**src/rtl/uart_frame_bridge.sv**
```systemverilog
// Bridges UART byte streams and a frame-buffer BRAM port: LOAD packs rx bytes into
// pixels and writes them sequentially; DUMP reads pixels back and serialises them LSB byte first.
module uart_frame_bridge #(
  parameter int PIXEL_WIDTH  = 8,
  parameter int IMG_WIDTH    = 128,
  parameter int IMG_HEIGHT   = 128,
  parameter int READ_LATENCY = 2,
  parameter int ADDR_WIDTH   = $clog2(IMG_WIDTH * IMG_HEIGHT)
) (
  input  logic                   clk_in,
  input  logic                   rst_in,
  input  logic [7:0]             rx_data,
  input  logic                   rx_valid,
  output logic [7:0]             tx_data,
  output logic                   tx_valid,
  input  logic                   tx_ready,
  input  logic                   dump_start,
  input  logic                   clear,
  output logic [ADDR_WIDTH-1:0]  mem_addr,
  output logic [PIXEL_WIDTH-1:0] mem_wdata,
  output logic                   mem_we,
  input  logic [PIXEL_WIDTH-1:0] mem_rdata,
  output logic                   image_loaded,
  output logic                   busy,
  output logic                   dump_done,
  output logic                   rx_dropped
);

  localparam int BYTES = PIXEL_WIDTH / 8;
  localparam int NPIX  = IMG_WIDTH * IMG_HEIGHT;
  localparam int BW    = (BYTES > 1) ? $clog2(BYTES) : 1;
  localparam logic [BW-1:0]         LAST_BYTE = BW'(BYTES - 1);
  localparam logic [ADDR_WIDTH-1:0] LAST_PIX  = ADDR_WIDTH'(NPIX - 1);
  localparam logic [2:0]            RD_LAT    = 3'(READ_LATENCY);

  typedef enum logic [1:0] {S_LOAD, S_READY, S_FETCH, S_SEND} state_t;

  state_t                  state_q;
  logic [BW-1:0]           byte_idx_q;
  logic [ADDR_WIDTH-1:0]   pix_idx_q;
  logic [ADDR_WIDTH-1:0]   mem_addr_q;
  logic [PIXEL_WIDTH-1:0]  asm_q;
  logic [PIXEL_WIDTH-1:0]  assembled_d;
  logic [PIXEL_WIDTH-1:0]  shift_q;
  logic [PIXEL_WIDTH-1:0]  mem_wdata_q;
  logic [2:0]              lat_q;
  logic                    mem_we_q;
  logic                    image_loaded_q;
  logic                    busy_q;
  logic                    dump_done_q;
  logic                    rx_dropped_q;
  logic                    tx_valid_q;

  // Pixel as it will look once the current rx byte lands in its slot.
  always_comb begin
    assembled_d = asm_q;
    assembled_d[byte_idx_q*8 +: 8] = rx_data;
  end

  // tx handshake: a byte moves on any cycle with tx_valid & tx_ready; while tx_valid is
  // high and tx_ready low, tx_valid and tx_data hold. One idle cycle follows each transfer.
  always_ff @(posedge clk_in or posedge rst_in) begin
    if (rst_in) begin
      state_q        <= S_LOAD;
      byte_idx_q     <= '0;
      pix_idx_q      <= '0;
      mem_addr_q     <= '0;
      asm_q          <= '0;
      shift_q        <= '0;
      mem_wdata_q    <= '0;
      lat_q          <= '0;
      mem_we_q       <= 1'b0;
      image_loaded_q <= 1'b0;
      busy_q         <= 1'b0;
      dump_done_q    <= 1'b0;
      rx_dropped_q   <= 1'b0;
      tx_valid_q     <= 1'b0;
    end else begin
      mem_we_q    <= 1'b0;
      dump_done_q <= 1'b0;
      if (clear) begin
        state_q        <= S_LOAD;
        byte_idx_q     <= '0;
        pix_idx_q      <= '0;
        mem_addr_q     <= '0;
        asm_q          <= '0;
        image_loaded_q <= 1'b0;
        rx_dropped_q   <= 1'b0;
        tx_valid_q     <= 1'b0;
        busy_q         <= 1'b0;
      end else begin
        case (state_q)
          S_LOAD: begin
            if (rx_valid) begin
              if (byte_idx_q == LAST_BYTE) begin
                byte_idx_q  <= '0;
                asm_q       <= '0;
                mem_we_q    <= 1'b1;
                mem_wdata_q <= assembled_d;
                mem_addr_q  <= pix_idx_q;
                if (pix_idx_q == LAST_PIX) begin
                  image_loaded_q <= 1'b1;
                  state_q        <= S_READY;
                end else begin
                  pix_idx_q <= pix_idx_q + 1'b1;
                end
              end else begin
                asm_q      <= assembled_d;
                byte_idx_q <= byte_idx_q + 1'b1;
              end
            end
          end
          S_READY: begin
            if (rx_valid) rx_dropped_q <= 1'b1;
            if (dump_start) begin
              mem_addr_q <= '0;
              lat_q      <= '0;
              busy_q     <= 1'b1;
              state_q    <= S_FETCH;
            end
          end
          S_FETCH: begin
            if (rx_valid) rx_dropped_q <= 1'b1;
            // Read data is valid in the cycle after READ_LATENCY edges of a held address.
            if (lat_q == RD_LAT) begin
              shift_q    <= mem_rdata;
              tx_valid_q <= 1'b1;
              byte_idx_q <= '0;
              state_q    <= S_SEND;
            end else begin
              lat_q <= lat_q + 3'd1;
            end
          end
          S_SEND: begin
            if (rx_valid) rx_dropped_q <= 1'b1;
            if (tx_valid_q && tx_ready) begin
              shift_q    <= shift_q >> 8;
              tx_valid_q <= 1'b0;
              if (byte_idx_q == LAST_BYTE) begin
                byte_idx_q <= '0;
                if (mem_addr_q == LAST_PIX) begin
                  dump_done_q <= 1'b1;
                  busy_q      <= 1'b0;
                  state_q     <= S_READY;
                end else begin
                  mem_addr_q <= mem_addr_q + 1'b1;
                  lat_q      <= '0;
                  state_q    <= S_FETCH;
                end
              end else begin
                byte_idx_q <= byte_idx_q + 1'b1;
              end
            end else if (!tx_valid_q) begin
              tx_valid_q <= 1'b1;
            end
          end
          default: state_q <= S_LOAD;
        endcase
      end
    end
  end

  assign tx_data      = shift_q[7:0];
  assign tx_valid     = tx_valid_q;
  assign mem_addr     = mem_addr_q;
  assign mem_wdata    = mem_wdata_q;
  assign mem_we       = mem_we_q;
  assign image_loaded = image_loaded_q;
  assign busy         = busy_q;
  assign dump_done    = dump_done_q;
  assign rx_dropped   = rx_dropped_q;

endmodule

```
**config.mk**
```make
export PLATFORM = sky130hd
export DESIGN_NAME = uart_frame_bridge
export DESIGN_NICKNAME = d
export VERILOG_FILES = /design/src/rtl/uart_frame_bridge.sv
export SDC_FILE = /design/constraint.sdc
export NUM_CORES = 1
export LEC_CHECK = 0
export CAP_MARGIN = 20
export CORE_ASPECT_RATIO = 2
export CORE_MARGIN = 2
export CORE_UTILIZATION = 25
export CTS_CLUSTER_DIAMETER = 50
export DETAILED_ROUTE_END_ITERATION = 12
export DONT_BUFFER_PORTS = 1
export PLACE_DENSITY = 0.44
export SYNTH_ARGS = -nofsm -noshare
export SYNTH_HDL_FRONTEND = slang
export SYNTH_SLANG_ARGS = --single-unit
```
**constraint.sdc**
```tcl
create_clock -name clk_in -period 1.9 [get_ports clk_in]
set_input_delay 0.19 -clock clk_in [delete_from_list [all_inputs] [get_ports clk_in]]
set_output_delay 0.19 -clock clk_in [all_outputs]
set_load 0.01 [all_outputs]
```
# Word-level counts from Yosys, hierarchy flattened
# Index checks and enable logic that the tools add are counted.
[totals] regBits=64 input_bits=22 output_inout_bits=36 word_cells=141
[op_classes] addsub=5 eq_ne=23 n_shift=2 mux=70 bitwise_logic=2 reduce_logical=25
[op_table] op="$mux 14" n=12
[op_table] op="$mux 8" n=6
[op_table] op="$pmux 14 s3" n=1
[op_table] op="$neg 4->34" n=1
[op_table] op="$shift 8x34->8 const A" n=1
[op_table] op="$shiftx 8x34->8" n=1
[op_table] op="$mux 1" n=30
[op_table] op="$add 14x1->14 const B" n=2
[op_table] op="$eq 14x14->1 const B" n=2
[op_table] op="$ne 3x3->1 const B" n=9
[op_table] op="$reduce_and 7->1" n=3
[op_table] op="$reduce_and 4->1" n=5
[op_table] op="$mux 2" n=9
[op_table] op="$ne 2x2->1 const B" n=8
[op_table] op="$pmux 8 s2" n=1
[op_table] op="$mux 3" n=5
[op_table] op="$reduce_bool 2->1" n=5
[op_table] op="$pmux 3 s3" n=1
[op_table] op="$reduce_bool 3->1" n=3
[op_table] op="$bwmux 8" n=1
[op_table] op="$pmux 2 s4" n=1
[op_table] op="$reduce_bool 4->1" n=2
[op_table] op="$reduce_and 2->1" n=3
[op_table] op="$reduce_and 5->1" n=1
[op_table] op="11 further kinds" n=14

# Longest topological paths before layout
[depth] ltp_word=7 ltp_mapped=8 ltp_nobuf=7

# Least setup slack after synthesis
# Ideal clock, no wire load.
[synth_timing] path_type="flip-flop to flip-flop" start="register mem_addr_q[0] (netlist: mem_addr[0])" end="register mem_addr_q[10] (netlist: mem_addr[10])" t_arrival_ps=1736 t_required_ps=1774 path_slack_ps=38 path_stages_with_launch=8 n_path_buf=1 period_less_slack_ps=1862 path_cell_list="dfrtp_1 -> ha_1 -> and4_1 -> buf_2 -> and4_1 -> a22oi_1 -> o31ai_1 -> a221o_1"
[synth_between] elab_chain_len=6 elab_cells_between_ends=9
[synth_lines] item="from (decl)" line="41" rtl="logic [ADDR_WIDTH-1:0] mem_addr_q;"
[synth_lines] item="from (signal assigned)" line="100" rtl="mem_addr_q <= pix_idx_q;"
[synth_lines] item="from (signal assigned)" line="146" rtl="mem_addr_q <= mem_addr_q + 1'b1;"
[synth_lines] item="$add 14x1->14" line="146"
[synth_lines] item="$mux 14" line="141" rtl="if (mem_addr_q == LAST_PIX) begin"
[synth_lines] item="$mux 14" line="139" rtl="if (byte_idx_q == LAST_BYTE) begin"
[synth_lines] item="$mux 14" line="136" rtl="if (tx_valid_q && tx_ready) begin"
[synth_lines] item="$pmux 14 s3" line="92" rtl="case (state_q)"
[synth_lines] item="$mux 14" line="81" rtl="if (clear) begin"
# Several ways; a longest one is shown, not always the timed one. The select of a mux whose other input is x is not followed.
# A chain may end at the register's enable or synchronous reset.

# Worst setup path in the final report
# Same ends and word-level chain as after synthesis.

==> flow_summary.json <==
{
  "status": "completed",
  "dieArea_um2": 12800,
  "io_buffers": 0,
  "place.gp.congestion": 0.854,
  "ys_top_cells_by_count": "dfrtp_1, nand2_1, nor2_1",
  "cts_buffers": 5,
  "syn-mean-instance-area_um2": 9.17,
  "synth_flop_cell": "dfrtp_1",
  "fp.dieH_um": 158,
  "pwr_density_cell_nw_per_um2": 746,
  "antenna_cells": 0,
  "cts_max_level": 2,
  "yosysWarnings": 0,
  "drt-initial-drc-count": 163,
  "p_leak_nw": 1.57,
  "vdd_drop_max_mv": 0.463,
  "clock_skew_ns": 0.00526,
  "r2r-start": "mem_addr[0]",
  "cp.arrival_ns": 1.99,
  "rr_endpoint": "mem_addr[10]",
  "cap_violations": 0,
  "finalHoldViolCount": 0,
  "holdWs_ns": 0.0143,
  "antenna_found_initial": 0,
  "grt_pass1_wl_mm": 14.6,
  "synth_area_leaders": "dfrtp_1, nand2_1, o21ai_0, nor2_1, mux2_2",
  "dp_slack_ns": 0.0634,
  "cp-endpoint": "mem_addr[10]",
  "intPower_mw": 2.02,
  "p_seq_share_pct": 49.4,
  "cp-start-kind": "register",
  "comb_power_share_pct": 12.5,
  "post_cts.repair.setup_buffers": 0,
  "std_cell_rows": 56,
  "drive_gt1_share_pct": 20.7,
  "p_clk_share_pct": 38.2,
  "syn-instance-count": 323,
  "final_core_util_pct": 31.3,
  "place_area_um2": 3450,
  "cts.sinks": 55,
  "critPathCaptureType": "register",
  "max_clock_freq_mhz": 551,
  "clock_path_buffers": 2,
  "switching_share_pct": 25.7,
  "start_util_pct": 25.5,
  "grt_pass1_vias": 2741,
  "detail-route-antenna-nets": 0,
  "worstSetupPathType": "register to register",
  "setup-violations-final": 0,
  "cts-root-buf": "clkbuf_16",
  "path_max_fanout": 4,
  "grt_max_degree": 33,
  "syn_area_um2": 2960,
  "worstSkewPairLatency_ns": 0.30,
  "drv_slew": 0,
  "clk_pin_slew_ns": 0.07,
  "startpoint": "mem_addr[0]",
  "period_needed_ns": 1.82,
  "coreArea_um2": 11600,
  "net-switching-power_mw": 0.700,
  "max_slew.worst_pin.slew_ns": 0.944,
  "hp-class": "primary input to register",
  "yosys.cell_count.top_type": "dfrtp_1",
  "drt_pass1_iterations": 4,
  "maxSlewHeadroom_pct": 36.9,
  "vias_per_cell": 5.08,
  "drt_wl_total_mm": 9.21,
  "yosysUniqueCellTypes": 52,
  "ys_ff_latch": 55,
  "period_share_pct": 95.6,
  "synthToLayoutAreaGrowth_pct": 23.0,
  "final.setup.tns_ns": 0,
  "reg2reg_depth": 7,
  "async_flop_share_pct": 100,
  "synth_top_area_share_pct": 46.5,
  "finalNetCount": 389,
  "stdcell_area_um2": 3640,
  "die_width_um": 81.0,
  "gr-usage-all-layers_pct": 15.3,
  "drcViolationCount": 0,
  "final.setup.worst_slack_ns": 0.0843,
  "syn-num-nets": 349,
  "netlist.top_cell.by_area": "dfrtp_1",
  "reg2reg_slack_ns": 0.08,
  "cts_tree": "yes",
  "io_pins": 58,
  "rsz0062_at_grt": "yes",
  "place.detailed.hpwl_mm": 7.04,
  "synth_seq_area_share_pct": 46.5,
  "via_count": 2583,
  "grt.overflow.total": 0,
  "critical_path_required_ns": 2.08,
  "synth-edff-count": 0,
  "wire_per_inst_um": 18.1
}
cells by family after synthesis:
family | Yosys count | synth area share [%]
adder cells (fa/ha/maj) | 4 | 1.69
buffers and inverters | 27 | 3.72
AND/OR/NAND/NOR | 139 | 24.2
AO/OA/AOI/OAI | 74 | 16.0
XOR/XNOR | 13 | 3.84
flip-flops | 55 | 46.5
multiplexers | 11 | 4.05
metal layers:
metal	routed length, µm	vias up	GRT usage [%]	part of all wire, %
li1	-	1241	-	-
met3	379	15	2.57	4.1
met4	293	0	7.43	3.2
met2	5360	69	30.2	58
met1	3180	1258	14.5	35
met5	0	-	0	0
registers in the layout, indices dropped and copies added (netlist names):
register / cells
dump_done: 1
pix_idx_q: 14
state_q: 2
tx_valid: 1
mem_wdata: 8
mem_we: 1
image_loaded: 1
busy: 1
mem_addr: 14
tx_data: 8
lat_q: 3
rx_dropped: 1
power by group through the flow:
stage / clock network, mW / registers (mW) / logic, mW
finish: 1.04 / 1.34 / 0.339
global route: 1.11 / 1.36 / 0.386
CTS: 1.07 / 1.34 / 0.343
detailed placement: 0 / 1.37 / 0.330
global placement: 0 / 1.36 / 0.323
floorplan: 0 / 1.36 / 0.217
cell usage in the layout (no fill, tap or decap), drive strengths merged, types with 5 or more instances in the layout:
cell type,n
mux2,8
dfrtp,55
clkbuf,6
a21oi,15
o22ai,6
buf,45
nor2,30
o21ai,25
and4,5
nor3,13
inv,12
nand2,48
nand3,13
nand4,10
and3,7
xnor2,9
worst min path at each step:
stage,from,end,cells past startpoint
floorplan,mem_rdata[0],tx_data[0],2
global placement,rst_in,mem_wdata[1],1
detailed placement,rst_in,mem_wdata[1],1
CTS,clear,mem_addr[5],1
global route,clear,mem_addr[2],1
finish,clear,mem_addr[2],1
worst max-delay path, stage by stage, from the launching register on:
cell and delay (ns):
dfrtp_1 0.39, ha_1 0.22, and4_4 0.20, buf_4 0.14
and4_2 0.26, a22oi_2 0.12, o31ai_1 0.09, a221o_1 0.29
layout make-up:
cell class / count / area [µm²]
sequential: 55 / 1380
multi-input combinational: 241 / 1500
fill: 1288 / 7990
clock inverter: 1 / 30.0
inverter: 13 / 48.8
tap: 145 / 181
clock buffer: 6 / 129
timing repair buffer: 47 / 383
metrics by stage:
stage,instances,power (mW)
final,508,2.72
after global routing,508,2.86
after CTS,508,2.76
after detailed placement,499,1.70
after global placement,499,1.69
after floorplan,323,1.58
what timing repair did:
| item | 4_1_cts | 5_1_grt |
|---|---|---|
| hold buffers | 2 | 0 |
| resized for setup | 0 | 6 |
| hold endpoints to repair | 44 | 0 |
| endpoints found under the setup margin | 0 | 13 |
Note: power is estimated with default switching activity, not from simulation.
